File: src/rtl/uart_tx_arbiter.sv
// rtl/uart_tx_arbiter.sv - round-robin byte arbiter driving a UART over Wishbone
// Define UART_ARB_TIMEOUT_EN to add the ack watchdog and the sticky err_o flag.
module uart_tx_arbiter #(
  parameter int          N_REQ       = 4,
  parameter logic [31:0] BASE_ADR    = 32'h2000_0000,
  parameter logic [7:0]  CLK_DIV_OFF = 8'h00,
  parameter logic [7:0]  DATA_OFF    = 8'h04,
  parameter logic [7:0]  CONFIG_OFF  = 8'h08,
  parameter logic [31:0] INIT_DIV    = 32'd104,
  parameter logic [15:0] TIMEOUT_CYC = 16'd4096
) (
  input  logic               wb_clk_i,
  input  logic               wb_rst_i,
  input  logic [N_REQ-1:0]   req_valid_i,
  input  logic [8*N_REQ-1:0] req_data_i,
  output logic [N_REQ-1:0]   req_ready_o,
  output logic [31:0]        wbm_adr_o,
  output logic [31:0]        wbm_dat_o,
  output logic [3:0]         wbm_sel_o,
  output logic               wbm_we_o,
  output logic               wbm_cyc_o,
  output logic               wbm_stb_o,
  input  logic               wbm_ack_i,
  output logic [2:0]         grant_o,
  output logic               busy_o,
  output logic               init_done_o
`ifdef UART_ARB_TIMEOUT_EN
  ,
  output logic               err_o
`endif
);

  typedef enum logic [2:0] {INIT_DIV_ST, INIT_CFG_ST, IDLE_ST, XFER_ST, GAP_ST} state_t;

  state_t      state_q, state_d, ret_q, ret_d;
  logic [2:0]  grant_q, grant_d, last_q, last_d;
  logic [7:0]  byte_q, byte_d;
  logic        done_q, done_d;
  logic        stb_q, stb_d;
  logic [31:0] adr_q, adr_d, dat_q, dat_d;
  logic [3:0]  sel_q, sel_d;
  logic        ack_v, tmo;
  logic        found;
  int          idx, pick;

  if (N_REQ < 2 || N_REQ > 8 || TIMEOUT_CYC == 16'd0) begin : g_param_check
    $error("uart_tx_arbiter: parameter out of range");
  end

  // Ack only counts while our strobe is actually out on the bus.
  assign ack_v = wbm_ack_i & stb_q;

`ifdef UART_ARB_TIMEOUT_EN
  logic [15:0] cnt_q;
  logic        err_q;
  assign tmo   = stb_q & ~wbm_ack_i & (cnt_q == TIMEOUT_CYC - 16'd1);
  assign err_o = err_q;

  always_ff @(posedge wb_clk_i or posedge wb_rst_i) begin
    if (wb_rst_i) begin
      cnt_q <= '0;
      err_q <= 1'b0;
    end else begin
      cnt_q <= stb_q ? cnt_q + 16'd1 : 16'd0;
      if (tmo) err_q <= 1'b1;
    end
  end
`else
  assign tmo = 1'b0;
`endif

  always_comb begin
    found = 1'b0;
    pick  = 0;
    idx   = 0;
    for (int k = 1; k <= N_REQ; k++) begin
      idx = int'(last_q) + k;
      if (idx >= N_REQ) idx = idx - N_REQ;
      if (!found && req_valid_i[idx]) begin
        found = 1'b1;
        pick  = idx;
      end
    end
  end

  always_comb begin
    state_d     = state_q;
    ret_d       = ret_q;
    grant_d     = grant_q;
    last_d      = last_q;
    byte_d      = byte_q;
    done_d      = done_q;
    req_ready_o = '0;
    case (state_q)
      INIT_DIV_ST: begin
        if (ack_v) begin
          state_d = GAP_ST;
          ret_d   = INIT_CFG_ST;
        end else if (tmo) begin
          state_d = GAP_ST;
          ret_d   = INIT_DIV_ST;
        end
      end
      INIT_CFG_ST: begin
        if (ack_v) begin
          state_d = GAP_ST;
          ret_d   = IDLE_ST;
          done_d  = 1'b1;
        end else if (tmo) begin
          state_d = GAP_ST;
          ret_d   = INIT_CFG_ST;
        end
      end
      IDLE_ST: begin
        if (found) begin
          grant_d = 3'(pick);
          byte_d  = req_data_i[8*pick +: 8];
          state_d = XFER_ST;
        end
      end
      XFER_ST: begin
        if (ack_v) begin
          req_ready_o = {{(N_REQ-1){1'b0}}, 1'b1} << grant_q;
          last_d      = grant_q;
          state_d     = GAP_ST;
          ret_d       = IDLE_ST;
        end else if (tmo) begin
          last_d  = grant_q;
          state_d = GAP_ST;
          ret_d   = IDLE_ST;
        end
      end
      GAP_ST:  state_d = ret_q;
      default: state_d = INIT_DIV_ST;
    endcase

    // Bus outputs are registered from the next state, so ack never reaches stb combinationally.
    stb_d = 1'b0;
    adr_d = '0;
    dat_d = '0;
    sel_d = '0;
    case (state_d)
      INIT_DIV_ST: begin
        stb_d = 1'b1;
        adr_d = BASE_ADR | {24'h0, CLK_DIV_OFF};
        dat_d = INIT_DIV;
        sel_d = 4'hF;
      end
      INIT_CFG_ST: begin
        stb_d = 1'b1;
        adr_d = BASE_ADR | {24'h0, CONFIG_OFF};
        dat_d = 32'h1;
        sel_d = 4'h1;
      end
      XFER_ST: begin
        stb_d = 1'b1;
        adr_d = BASE_ADR | {24'h0, DATA_OFF};
        dat_d = {24'h0, byte_d};
        sel_d = 4'h1;
      end
      default: ;
    endcase
  end

  always_ff @(posedge wb_clk_i or posedge wb_rst_i) begin
    if (wb_rst_i) begin
      state_q <= INIT_DIV_ST;
      ret_q   <= INIT_DIV_ST;
      grant_q <= '0;
      last_q  <= 3'(N_REQ - 1);
      byte_q  <= '0;
      done_q  <= 1'b0;
      stb_q   <= 1'b0;
      adr_q   <= '0;
      dat_q   <= '0;
      sel_q   <= '0;
    end else begin
      state_q <= state_d;
      ret_q   <= ret_d;
      grant_q <= grant_d;
      last_q  <= last_d;
      byte_q  <= byte_d;
      done_q  <= done_d;
      stb_q   <= stb_d;
      adr_q   <= adr_d;
      dat_q   <= dat_d;
      sel_q   <= sel_d;
    end
  end

  assign wbm_adr_o   = adr_q;
  assign wbm_dat_o   = dat_q;
  assign wbm_sel_o   = sel_q;
  assign wbm_we_o    = stb_q;
  assign wbm_cyc_o   = stb_q;
  assign wbm_stb_o   = stb_q;
  assign busy_o      = stb_q;
  assign grant_o     = grant_q;
  assign init_done_o = done_q;

endmodule

File: config.mk
export PLATFORM = sky130hd
export DESIGN_NAME = uart_tx_arbiter
export DESIGN_NICKNAME = d
export VERILOG_FILES = /design/src/rtl/uart_tx_arbiter.sv
export SDC_FILE = /design/constraint.sdc
export NUM_CORES = 1
export LEC_CHECK = 0
export CORE_UTILIZATION = 43
export CTS_BUF_LIST = sky130_fd_sc_hd__clkbuf_8
export DETAILED_ROUTE_END_ITERATION = 10
export DONT_BUFFER_PORTS = 1
export GPL_TIMING_DRIVEN = 0
export PLACE_DENSITY = 0.6
export SLEW_MARGIN = 5
export SYNTH_ARGS = -nofsm -noshare
export SYNTH_HDL_FRONTEND = slang
export SYNTH_SLANG_ARGS = --single-unit
File: constraint.sdc
create_clock -name wb_clk_i -period 4 [get_ports wb_clk_i]
set_input_delay 0.8 -clock wb_clk_i [delete_from_list [all_inputs] [get_ports wb_clk_i]]
set_output_delay 0.8 -clock wb_clk_i [all_outputs]
set_load 0.05 [all_outputs]
Yosys cells after proc, flatten, opt, wreduce, memory -nomap -nowiden
Index checks and enable logic that the tools add are counted.
{ "totals": {"output_inout_bits": 80, "rom_bits": 0, "word_cells": 92, "mem_bits_rw": 0, "inputBits": 39, "latch_bits": 0, "register_bits": 90, "mem_count": 0} }
{ "op_classes": {"shift": 2, "eq_ne": 8, "n_addsub": 8, "n_mul": 0, "n_div": 0, "reduce_logical": 17, "n_mux": 38, "n_lt_le_gt_ge": 8, "bitwise_logic": 1} }
{ "op_table": {"columns": ["operator", "count"], "rows": [
  ["< comparator 32 x 4 -> 1 bit (second input constant)", 4],
  ["2-to-1 mux 32 bit", 4],
  ["2-to-1 mux 29 bit", 4],
  ["case mux 30 bit (3 select lines)", 1],
  ["indexed part select 32 x 32 -> 8 bit", 1],
  ["case mux 8 bit (3 select lines)", 1],
  ["subtractor 4 x 3 -> 5 bit (second input constant)", 4],
  [">= comparator 4 x 3 -> 1 bit (second input constant)", 4],
  ["2-to-1 mux 8 bit", 2],
  ["2-to-1 mux 1 bit", 13],
  ["2-to-1 mux 3 bit", 4],
  ["== test 3 x 2 -> 1 bit (second input constant)", 3],
  ["case mux 3 bit (3 select lines)", 1],
  ["adder 3 x 2 -> 4 bit (second input constant)", 2],
  ["binary-select mux 1 bit (select 2 bit)", 4],
  ["2-to-1 mux 4 bit", 2],
  ["case mux 4 bit (2 select lines)", 1],
  ["== test 3 x 1 -> 1 bit (second input constant)", 2],
  ["logical NOT 3 bit", 2],
  ["case mux 3 bit (2 select lines)", 1],
  ["AND reduction 2 bit", 3],
  ["OR reduction 3 bit", 2],
  ["adder 3 x 1 -> 4 bit (second input constant)", 1],
  ["adder 3 x 3 -> 4 bit (second input constant)", 1],
  ["10 further kinds", 15]
]} }

Longest topological paths before layout
Gate-level depths: netlist (run 1).
{ "logic_depth": {"ltp_word": 21, "depth_mapped": 12, "ltp_nobuf": 8} }

Worst setup path after synthesis (run 1)
No wires, ideal clock.
{ "synth_path": {"kind": "register -> output", "startpoint": "register wbm_sel_o[0] (netlist name)", "endpoint": "output port req_ready_o[0]", "stages_incl_launch_ff": 5, "t_required_ns": 3.200, "path_buffers": 0, "setup_slack_ns": 0.451, "arrival_ns": 2.749, "path_cell_list": "dfrtp_1 > nand2_1 > nor2_1 > nand3_1 > nor4_1"} }
{ "synth_lines": {"columns": ["item", "line_no", "text"], "rows": [
  ["end: declaration", "16", "output logic [N_REQ-1:0] req_ready_o,"]
]} }

Final worst setup path (run 1)
{ "layout_path": {"startpoint": "register last_q[0]", "endpoint": "register dat_q[3], in the netlist wbm_dat_o[3]"} }
{ "layout_via": {"elab_chain_len": 20, "elab_cells_between_ends": 51, "cone_classes": "add/sub: 8; order compare: 4; eq/ne: 2; shift: 1; mux: 29; reduce/logical: 7"} }
{ "layout_rtl": {"columns": ["item", "line_no", "text"], "rows": [
  ["start: declaration", "36", "logic [2:0] grant_q, grant_d, last_q, last_d;"],
  ["start signal: assignment", "170", "last_q <= 3'(N_REQ - 1);"],
  ["start signal: assignment", "181", "last_q <= last_d;"],
  ["adder 3 x 1 -> 4 bit", "77", "idx = int'(last_q) + k;"],
  ["subtractor 4 x 3 -> 5 bit or >= comparator 4 x 3 -> 1 bit (tied branches)", "78", "if (idx >= N_REQ) idx = idx - N_REQ;"],
  ["2-to-1 mux 32 bit", "78", null],
  ["binary-select mux 1 bit (select 2 bit)", "79", "if (!found && req_valid_i[idx]) begin"],
  ["2-to-1 mux 1 bit (implied by the code) (2 in a row)", "79", null],
  ["2-to-1 mux 1 bit", "79", null],
  ["logical NOT 1 bit", "79", null],
  ["logical AND 1 bit", "79", null],
  ["(+4 left out)", null, null],
  ["logical NOT 1 bit", "79", null],
  ["logical AND 1 bit", "79", null],
  ["2-to-1 mux 29 bit or 2-to-1 mux 1 bit (tied branches)", "79", null],
  ["indexed part select 32 x 32 -> 8 bit or 2-to-1 mux 3 bit (tied branches)", "117, 115", null],
  ["2-to-1 mux 8 bit or case mux 3 bit (3 select lines) (tied branches)", "115, 94", null],
  ["2-to-1 mux 8 bit, or another cell as far along", "94", "case (state_q)"],
  ["case mux 8 bit (3 select lines) *", "142", "case (state_d)"],
  ["net dat_d[3]", "40", "logic [31:0] adr_q, adr_d, dat_q, dat_d;"],
  ["end signal: assignment", "186", "dat_q <= dat_d;"],
  ["end: declaration", "40", null]
]} }
The timed path passes the listed nets; every way through them passes the cells marked *. The select of a mux whose other input is x is not followed.
A chain may end at the register's enable or synchronous reset.

==> reports/qor.log, run 1 <==
[outcome] result of the run finished clean
[clock_tree] clock transition at the register clock pins on the worst setup and hold paths after CTS 70 ps
[clock_tree] total clock buffers created by CTS 5
[cells_and_area] share of final-layout standard cells stronger than drive strength 1 0.2853
[place] worst slack after detailed placement 213.2 ps
[cells_and_area] final layout net count 405
[sta] post-route minimum period 3744 ps
[job] number of maximum-capacitance constraint violations 0
[cells_and_area] flip-flop and latch area 803.3 um^2
[floorplan] placeable core area 5991 um^2
[clock_tree] maximum clock insertion buffer count 2
[route] drt drc 0
[cells_and_area] Finished Layout Cells 436
[grt] pin count of the biggest net entering global routing 33
[sta] setup repair after global routing missed its margin false
[cells_and_area] finished layout cell area 3085 um^2
[power] Power Density 889.4 nW/um^2
[clock_tree] Root Buffer Master sky130_fd_sc_hd__clkbuf_8
[power] leakage 1.514 nW
[cells_and_area] area grow syn2layout 14.43%
[synth] register bit count reported by yosys 32
[setup_path] worst reg-to-reg path cell count 11
[synth] gate count of the mapped netlist 301
[sta] Highest Clock Rate 267.1 MHz
[synth] largest family of logic cells by synthesized area compound AO/OA/AOI/OAI gates
[cells_and_area] count of inserted antenna diode cells 0
[synth] number of warnings issued by yosys 0
[sta] tightest hold margin 484.4 ps
[grt] first-pass GRT wire length 9.197 mm
[clock_tree] number of hold buffers added after cts 0
[grt] total congestion overflow after global routing 0
[clock_tree] clock latency on the worst-skew pair 290 ps
[place] number of I/O port buffers 0
[route] number of violations reported at the end of detailed-routing iteration 0 120
[setup_path] reg-to-reg critical path startpoint last_q[0]
[synth] multiplexer area fraction after synthesis 0.05708
[setup_path] required time of the critical path 4170 ps
[place] cell count after placement 428
[setup_path] arrival time at the worst endpoint 3910 ps
[clock_tree] clock tree from TritonCTS done
[synth] most used flip-flop cell after synthesis sky130_fd_sc_hd__dfrtp_1
[cells_and_area] area occupied by multi-input gates 1528 um^2
[grt] antenna violations before repair 0
[worst_hold_path] Worst Hold End byte_q[0]
[clock_tree] number of gates resized after CTS 0
[route] Post-DRT Antenna Nets 0
[route] vias 2,176
[setup_path] reg-to-reg slack, setup 260 ps
[route] Total Routed Length 6.003 mm
[floorplan] Cell Rows 28
[floorplan] vertical extent of the die 81.19 um
[clock_tree] # Post-CTS Setup Buffers 0
[cells_and_area] filler instances 593
[setup_path] Crit Path Category flop to flop
[route] average wire per standard cell 13.77 um
[sta] final worst-path cycle share 0.9359
[power] post-layout total power 2.744 mW
[floorplan] floorplan die width 81.19 um
[grt] vias in the first global route 1,788
[route] iteration count of the initial detailed-routing pass 4
[synth] Yosys cell types 55
[synth] adder and majority cell fraction of the synthesized area 0.02784
[synth] xor and xnor fraction of the mapped netlist area 0.009745
[place] placer's final routability congestion estimate 0.8351
[floorplan] total I/O pin count 119
[synth] share of the synthesized area in compound gates (AO/OA/AOI/OAI) 0.2135
[setup_path] sort of element at the start of the critical path flop
[setup_path] CP Max Fanout 10
[place] estimated wirelength of the detail-placed design 4.661 mm
[cells_and_area] core occupancy in the finished layout 0.5150
[clock_tree] H-tree levels 2
[sta] final hold viol count 0
[sta] Worst Slack Setup Final 256.3 ps
[sta] endpoints failing setup 0
[sta] normalized max-slew margin 0.2086
[synth] cell area after technology mapping 2696 um^2
[route] average via count per standard cell 4.991
[grt] total track usage 0.1867
[worst_hold_path] start point of the worst hold path byte_q[0]
[synth] Async S/R FF share, synth 1.000
[worst_hold_path] min-delay worst type flop to flop
[setup_path] capture instance of the worst register-to-register path wbm_dat_o[3]
[power] worst vdd rail ir drop 0.0003591 V
[setup_path] Worst setup startpoint last_q[0]
[setup_path] Worst Setup End Kind flop
[floorplan] effective utilization at floorplan 0.4501
[sta] Total Negative Setup Slacks 0 ps
[floorplan] die footprint 6591 um^2
[synth] simple logic cell fraction of the synthesized area 0.1824
[synth] Avg Cell Area, Syn 8.958 um^2
[synth] number of enable flip-flop cells after synthesis 0
[sta] Post-Route Skew 4.292 ps
[synth] fraction of the yosys area taken by sequential cells 0.2979
[clock_tree] sinks on the clock net 32
[place] post-placement cell area 2992 um^2
[worst_hold_path] hold-critical path depth 2
[sta] count of pins over their slew limit 0
[sta] Worst Tran Pin Value 1177 ps
cell usage after synthesis, types with 2 or more instances:
master	instances	area, um^2
sky130_fd_sc_hd__dfstp_2	2	52.55
sky130_fd_sc_hd__nand3_1	20	100.1
sky130_fd_sc_hd__a21oi_1	7	35.03
sky130_fd_sc_hd__ha_1	6	75.07
sky130_fd_sc_hd__nand2_1	32	120.1
sky130_fd_sc_hd__mux2i_1	3	30.03
sky130_fd_sc_hd__o311ai_1	4	35.03
sky130_fd_sc_hd__a32o_1	9	90.09
sky130_fd_sc_hd__o21ai_0	17	85.08
sky130_fd_sc_hd__o211ai_1	3	22.52
sky130_fd_sc_hd__o22ai_1	2	12.51
sky130_fd_sc_hd__a21boi_0	5	37.54
sky130_fd_sc_hd__buf_4	61	457.9
sky130_fd_sc_hd__dfrtp_1	30	750.7
sky130_fd_sc_hd__nand4_1	4	25.02
sky130_fd_sc_hd__or3b_2	2	17.52
sky130_fd_sc_hd__o21ai_1	4	20.02
sky130_fd_sc_hd__nor2b_1	3	18.77
sky130_fd_sc_hd__clkbuf_1	6	22.52
sky130_fd_sc_hd__and3_4	2	22.52
sky130_fd_sc_hd__xnor2_1	3	26.28
sky130_fd_sc_hd__nor3_1	3	15.01
sky130_fd_sc_hd__a2111oi_4	2	55.05
sky130_fd_sc_hd__and2_1	2	12.51
sky130_fd_sc_hd__inv_1	11	41.29
sky130_fd_sc_hd__mux2_2	3	33.78
sky130_fd_sc_hd__o211a_1	2	20.02
sky130_fd_sc_hd__or3_1	2	12.51
sky130_fd_sc_hd__nor2_1	9	33.78
sky130_fd_sc_hd__buf_2	6	30.03
sky130_fd_sc_hd__and3_1	9	56.30
sky130_fd_sc_hd__mux4_2	4	90.09
cell type report:
| cell class | instances | area share |
|---|---|---|
| buffer | 74 | 0.1695 |
| clock buffer | 6 | 0.02676 |
| clock inverter | 2 | 0.003244 |
| inverter | 12 | 0.01460 |
| multi-input combinational | 235 | 0.4951 |
| sequential | 32 | 0.2603 |
| tap | 75 | 0.03041 |
cells in the final DEF (no fill, tap or decap), types with 4 or more instances in the layout:
cell type                  instances
sky130_fd_sc_hd__nor2_1            9
sky130_fd_sc_hd__buf_4            61
sky130_fd_sc_hd__inv_1            10
sky130_fd_sc_hd__a21oi_1           7
sky130_fd_sc_hd__o21ai_1           4
sky130_fd_sc_hd__buf_2             6
sky130_fd_sc_hd__dfrtp_1          30
sky130_fd_sc_hd__a21boi_0          5
sky130_fd_sc_hd__o21ai_0          17
sky130_fd_sc_hd__clkbuf_1          5
sky130_fd_sc_hd__nand4_1           4
sky130_fd_sc_hd__conb_1           53
sky130_fd_sc_hd__a32o_1            9
sky130_fd_sc_hd__clkbuf_8          6
sky130_fd_sc_hd__nand3_1          20
sky130_fd_sc_hd__ha_1              6
sky130_fd_sc_hd__o311ai_1          4
sky130_fd_sc_hd__and3_1            9
sky130_fd_sc_hd__mux4_2            4
sky130_fd_sc_hd__nand2_1          32
per-layer routing:
layer | part of all wire | track usage | vias to the layer above
li1 | - | - | 1083
met1 | 0.45 | 0.2554 | 999
met2 | 0.48 | 0.3025 | 88
met3 | 0.070 | 0.04382 | 6
met4 | 0.0053 | 0.03214 | 0
met5 | 0 | 0 | -
sequential cells by signal (all words and copies together) (netlist names):
signal and cells:
wbm_dat_o 8, init_done_o 1, state_q 3, last_q 3
grant_o 3, byte_q 8, wbm_adr_o 2, wbm_sel_o 2
ret_q 2
kinds of logic (layout without fill, tap and decap cells):
| kind of cell | after synthesis | in the layout |
|---|---|---|
| simple gates | 94 | 94 |
| buf+inv | 86 | 94 |
| compound gates | 69 | 69 |
| flops | 32 | 32 |
| mux | 10 | 10 |
| fa+ha+maj | 6 | 6 |
| xor+xnor | 3 | 3 |
| other cells | 1 | 53 |
critical path, stage by stage (launching register included):
cell and delay, ps:
sky130_fd_sc_hd__dfstp_2 620, sky130_fd_sc_hd__buf_2 260, sky130_fd_sc_hd__clkbuf_2 250, sky130_fd_sc_hd__inv_1 100
sky130_fd_sc_hd__ha_1 420, sky130_fd_sc_hd__mux4_2 410, sky130_fd_sc_hd__buf_2 210, sky130_fd_sc_hd__nor2_1 250
sky130_fd_sc_hd__o211ai_1 150, sky130_fd_sc_hd__a31oi_2 420, sky130_fd_sc_hd__o311ai_1 220, sky130_fd_sc_hd__o21ai_0 310
where the power goes:
part           total (mW)  switching (mW)  internal (mW)  leakage, nW
Clock               0.255           0.118          0.137       0.0510
Combinational        1.67            1.07          0.604         1.06
Sequential          0.818           0.358          0.460        0.400
Total                2.74            1.54           1.20         1.51
how the worst max path moves through the flow:
stage	endpoint	slack (ps)
after floorplan	req_ready_o[0]	450
after global placement	wbm_dat_o[3]	210
after detailed placement	wbm_dat_o[3]	210
after CTS	wbm_dat_o[3]	170
after global routing	wbm_dat_o[3]	40
final	wbm_dat_o[3]	260
Note: power is estimated with default switching activity, not from simulation.
==> run 2, diff against run 1 <==
clock period = 4.55 ns   (was 4 ns; I/O delays follow)
==> reports/qor.log, run 2 (same netlist as run 1, synthesis figures left out) <==
[outcome] result of the run finished clean
[floorplan] vertical extent of the die 81.19 um
[floorplan] total I/O pin count 119
[setup_path] Worst Setup End Kind flop
[power] Power Density 781.9 nW/um^2
[setup_path] capture instance of the worst register-to-register path wbm_dat_o[3]
[clock_tree] H-tree levels 2
[sta] Post-Route Skew 4.292 ps
[clock_tree] number of gates resized after CTS 0
[worst_hold_path] min-delay worst type flop to flop
[grt] pin count of the biggest net entering global routing 33
[clock_tree] # Post-CTS Setup Buffers 0
[cells_and_area] most frequent standard cell in the layout excluding fill and tap cells sky130_fd_sc_hd__buf_4
[cells_and_area] final layout net count 405
[route] average wire per standard cell 13.77 um
[setup_path] required time of the critical path 4720 ps
[floorplan] floorplan die width 81.19 um
[clock_tree] Root Buffer Master sky130_fd_sc_hd__clkbuf_8
[place] estimated wirelength of the detail-placed design 4.661 mm
[place] cell count after placement 428
[grt] vias in the first global route 1,788
[route] Total Routed Length 6.004 mm
[cells_and_area] Finished Layout Cells 436
[sta] post-route minimum period 3866 ps
[grt] first-pass GRT wire length 9.197 mm
[sta] final worst-path cycle share 0.8498
[sta] endpoints failing setup 0
[setup_path] worst reg-to-reg path cell count 11
[setup_path] sort of element at the start of the critical path flop
[setup_path] CP Max Fanout 10
[sta] Total Negative Setup Slacks 0 ps
[sta] normalized max-slew margin 0.2086
[route] average via count per standard cell 5.002
[setup_path] reg-to-reg slack, setup 680 ps
[clock_tree] sinks on the clock net 32
[power] worst vdd rail ir drop 0.0003157 V
[cells_and_area] area grow syn2layout 14.39%
[setup_path] reg-to-reg critical path startpoint last_q[0]
[clock_tree] number of hold buffers added after cts 0
[floorplan] die footprint 6591 um^2
[sta] Worst Tran Pin Value 1177 ps
[job] number of maximum-capacitance constraint violations 0
[place] placer's final routability congestion estimate 0.8351
[place] number of I/O port buffers 0
[clock_tree] clock tree from TritonCTS done
[setup_path] Crit Path Category flop to flop
[cells_and_area] commonest cells after routing, fill and taps aside sky130_fd_sc_hd__buf_4 (61), sky130_fd_sc_hd__conb_1 (53), sky130_fd_sc_hd__nand2_1 (32), sky130_fd_sc_hd__dfrtp_1 (30), sky130_fd_sc_hd__nand3_1 (20)
[floorplan] Cell Rows 28
[setup_path] Worst setup startpoint last_q[0]
[grt] total congestion overflow after global routing 0
[route] vias 2,181
[grt] total track usage 0.1867
[clock_tree] maximum clock insertion buffer count 2
[clock_tree] clock latency on the worst-skew pair 290 ps
[floorplan] effective utilization at floorplan 0.4501
[sta] count of pins over their slew limit 0
[cells_and_area] count of inserted antenna diode cells 0
[floorplan] placeable core area 5991 um^2
[sta] final hold viol count 0
[grt] antenna violations before repair 0
[clock_tree] total clock buffers created by CTS 5
[route] drt drc 0
[sta] setup repair after global routing missed its margin false
[sta] Highest Clock Rate 258.6 MHz
[cells_and_area] share of final-layout standard cells stronger than drive strength 1 0.2825
[power] post-layout total power 2.411 mW
[clock_tree] clock transition at the register clock pins on the worst setup and hold paths after CTS 70 ps
[power] leakage 1.511 nW
[setup_path] arrival time at the worst endpoint 4040 ps
[setup_path] endpoint of the worst setup timing path wbm_dat_o[3]
[route] Post-DRT Antenna Nets 0
[cells_and_area] core occupancy in the finished layout 0.5148
[route] number of violations reported at the end of detailed-routing iteration 0 122
[route] iteration count of the initial detailed-routing pass 4
## run 2: final cells by class
cell class | count | area (um^2)
Buffer | 74 | 521.8
Inverter | 12 | 45.04
Clock inverter | 2 | 10.01
Clock buffer | 6 | 82.58
Multi-Input combinational cell | 235 | 1528
Sequential cell | 32 | 803.3
Fill cell | 592 | 2907
Tap cell | 75 | 93.84
## run 2: how the worst min path moves through the flow
stage              start        end  cells after the start
6_report       byte_q[0]  byte_q[0]                      2
5_1_grt        byte_q[2]  byte_q[2]                      1
4_1_cts        byte_q[0]  byte_q[0]                      2
3_5_place_dp   byte_q[0]  byte_q[0]                      2
3_3_place_gp   byte_q[0]  byte_q[0]                      2
2_1_floorplan  byte_q[0]  byte_q[0]                      2
## run 2: power breakdown
part           internal, mW  switching [mW]
sequential            0.404           0.315
combinational         0.531           0.938
clock                 0.120           0.104
## run 2: worst max-delay path, stage by stage, from the launching register on
cell and delay [ps]:
sky130_fd_sc_hd__dfstp_2 620, sky130_fd_sc_hd__buf_2 260, sky130_fd_sc_hd__clkbuf_1 340, sky130_fd_sc_hd__inv_1 140, sky130_fd_sc_hd__ha_1 430, sky130_fd_sc_hd__mux4_2 400, sky130_fd_sc_hd__buf_2 210, sky130_fd_sc_hd__nor2_1 230
sky130_fd_sc_hd__o211ai_1 150, sky130_fd_sc_hd__a31oi_2 420, sky130_fd_sc_hd__o311ai_1 220, sky130_fd_sc_hd__o21ai_0 310
## run 2: layer usage
metal / track usage / share of wire / wire, um
met5: 0 / 0 / 0
met4: 0.03214 / 0.0053 / 32
met2: 0.3025 / 0.48 / 2877
met1: 0.2554 / 0.44 / 2648
met3: 0.04382 / 0.074 / 445
## run 2: metrics by stage
stage | hold WS, ps | worst slack [ps] | area, um^2
3_3_place_gp | 467.7 | 632.3 | 2985
2_1_floorplan | 450.2 | 805.2 | 2892
4_1_cts | 488.8 | 721.7 | 3084
3_5_place_dp | 474.4 | 763.2 | 2992
6_report | 484.4 | 683.6 | 3084
5_1_grt | 511.9 | 406.3 | 3084
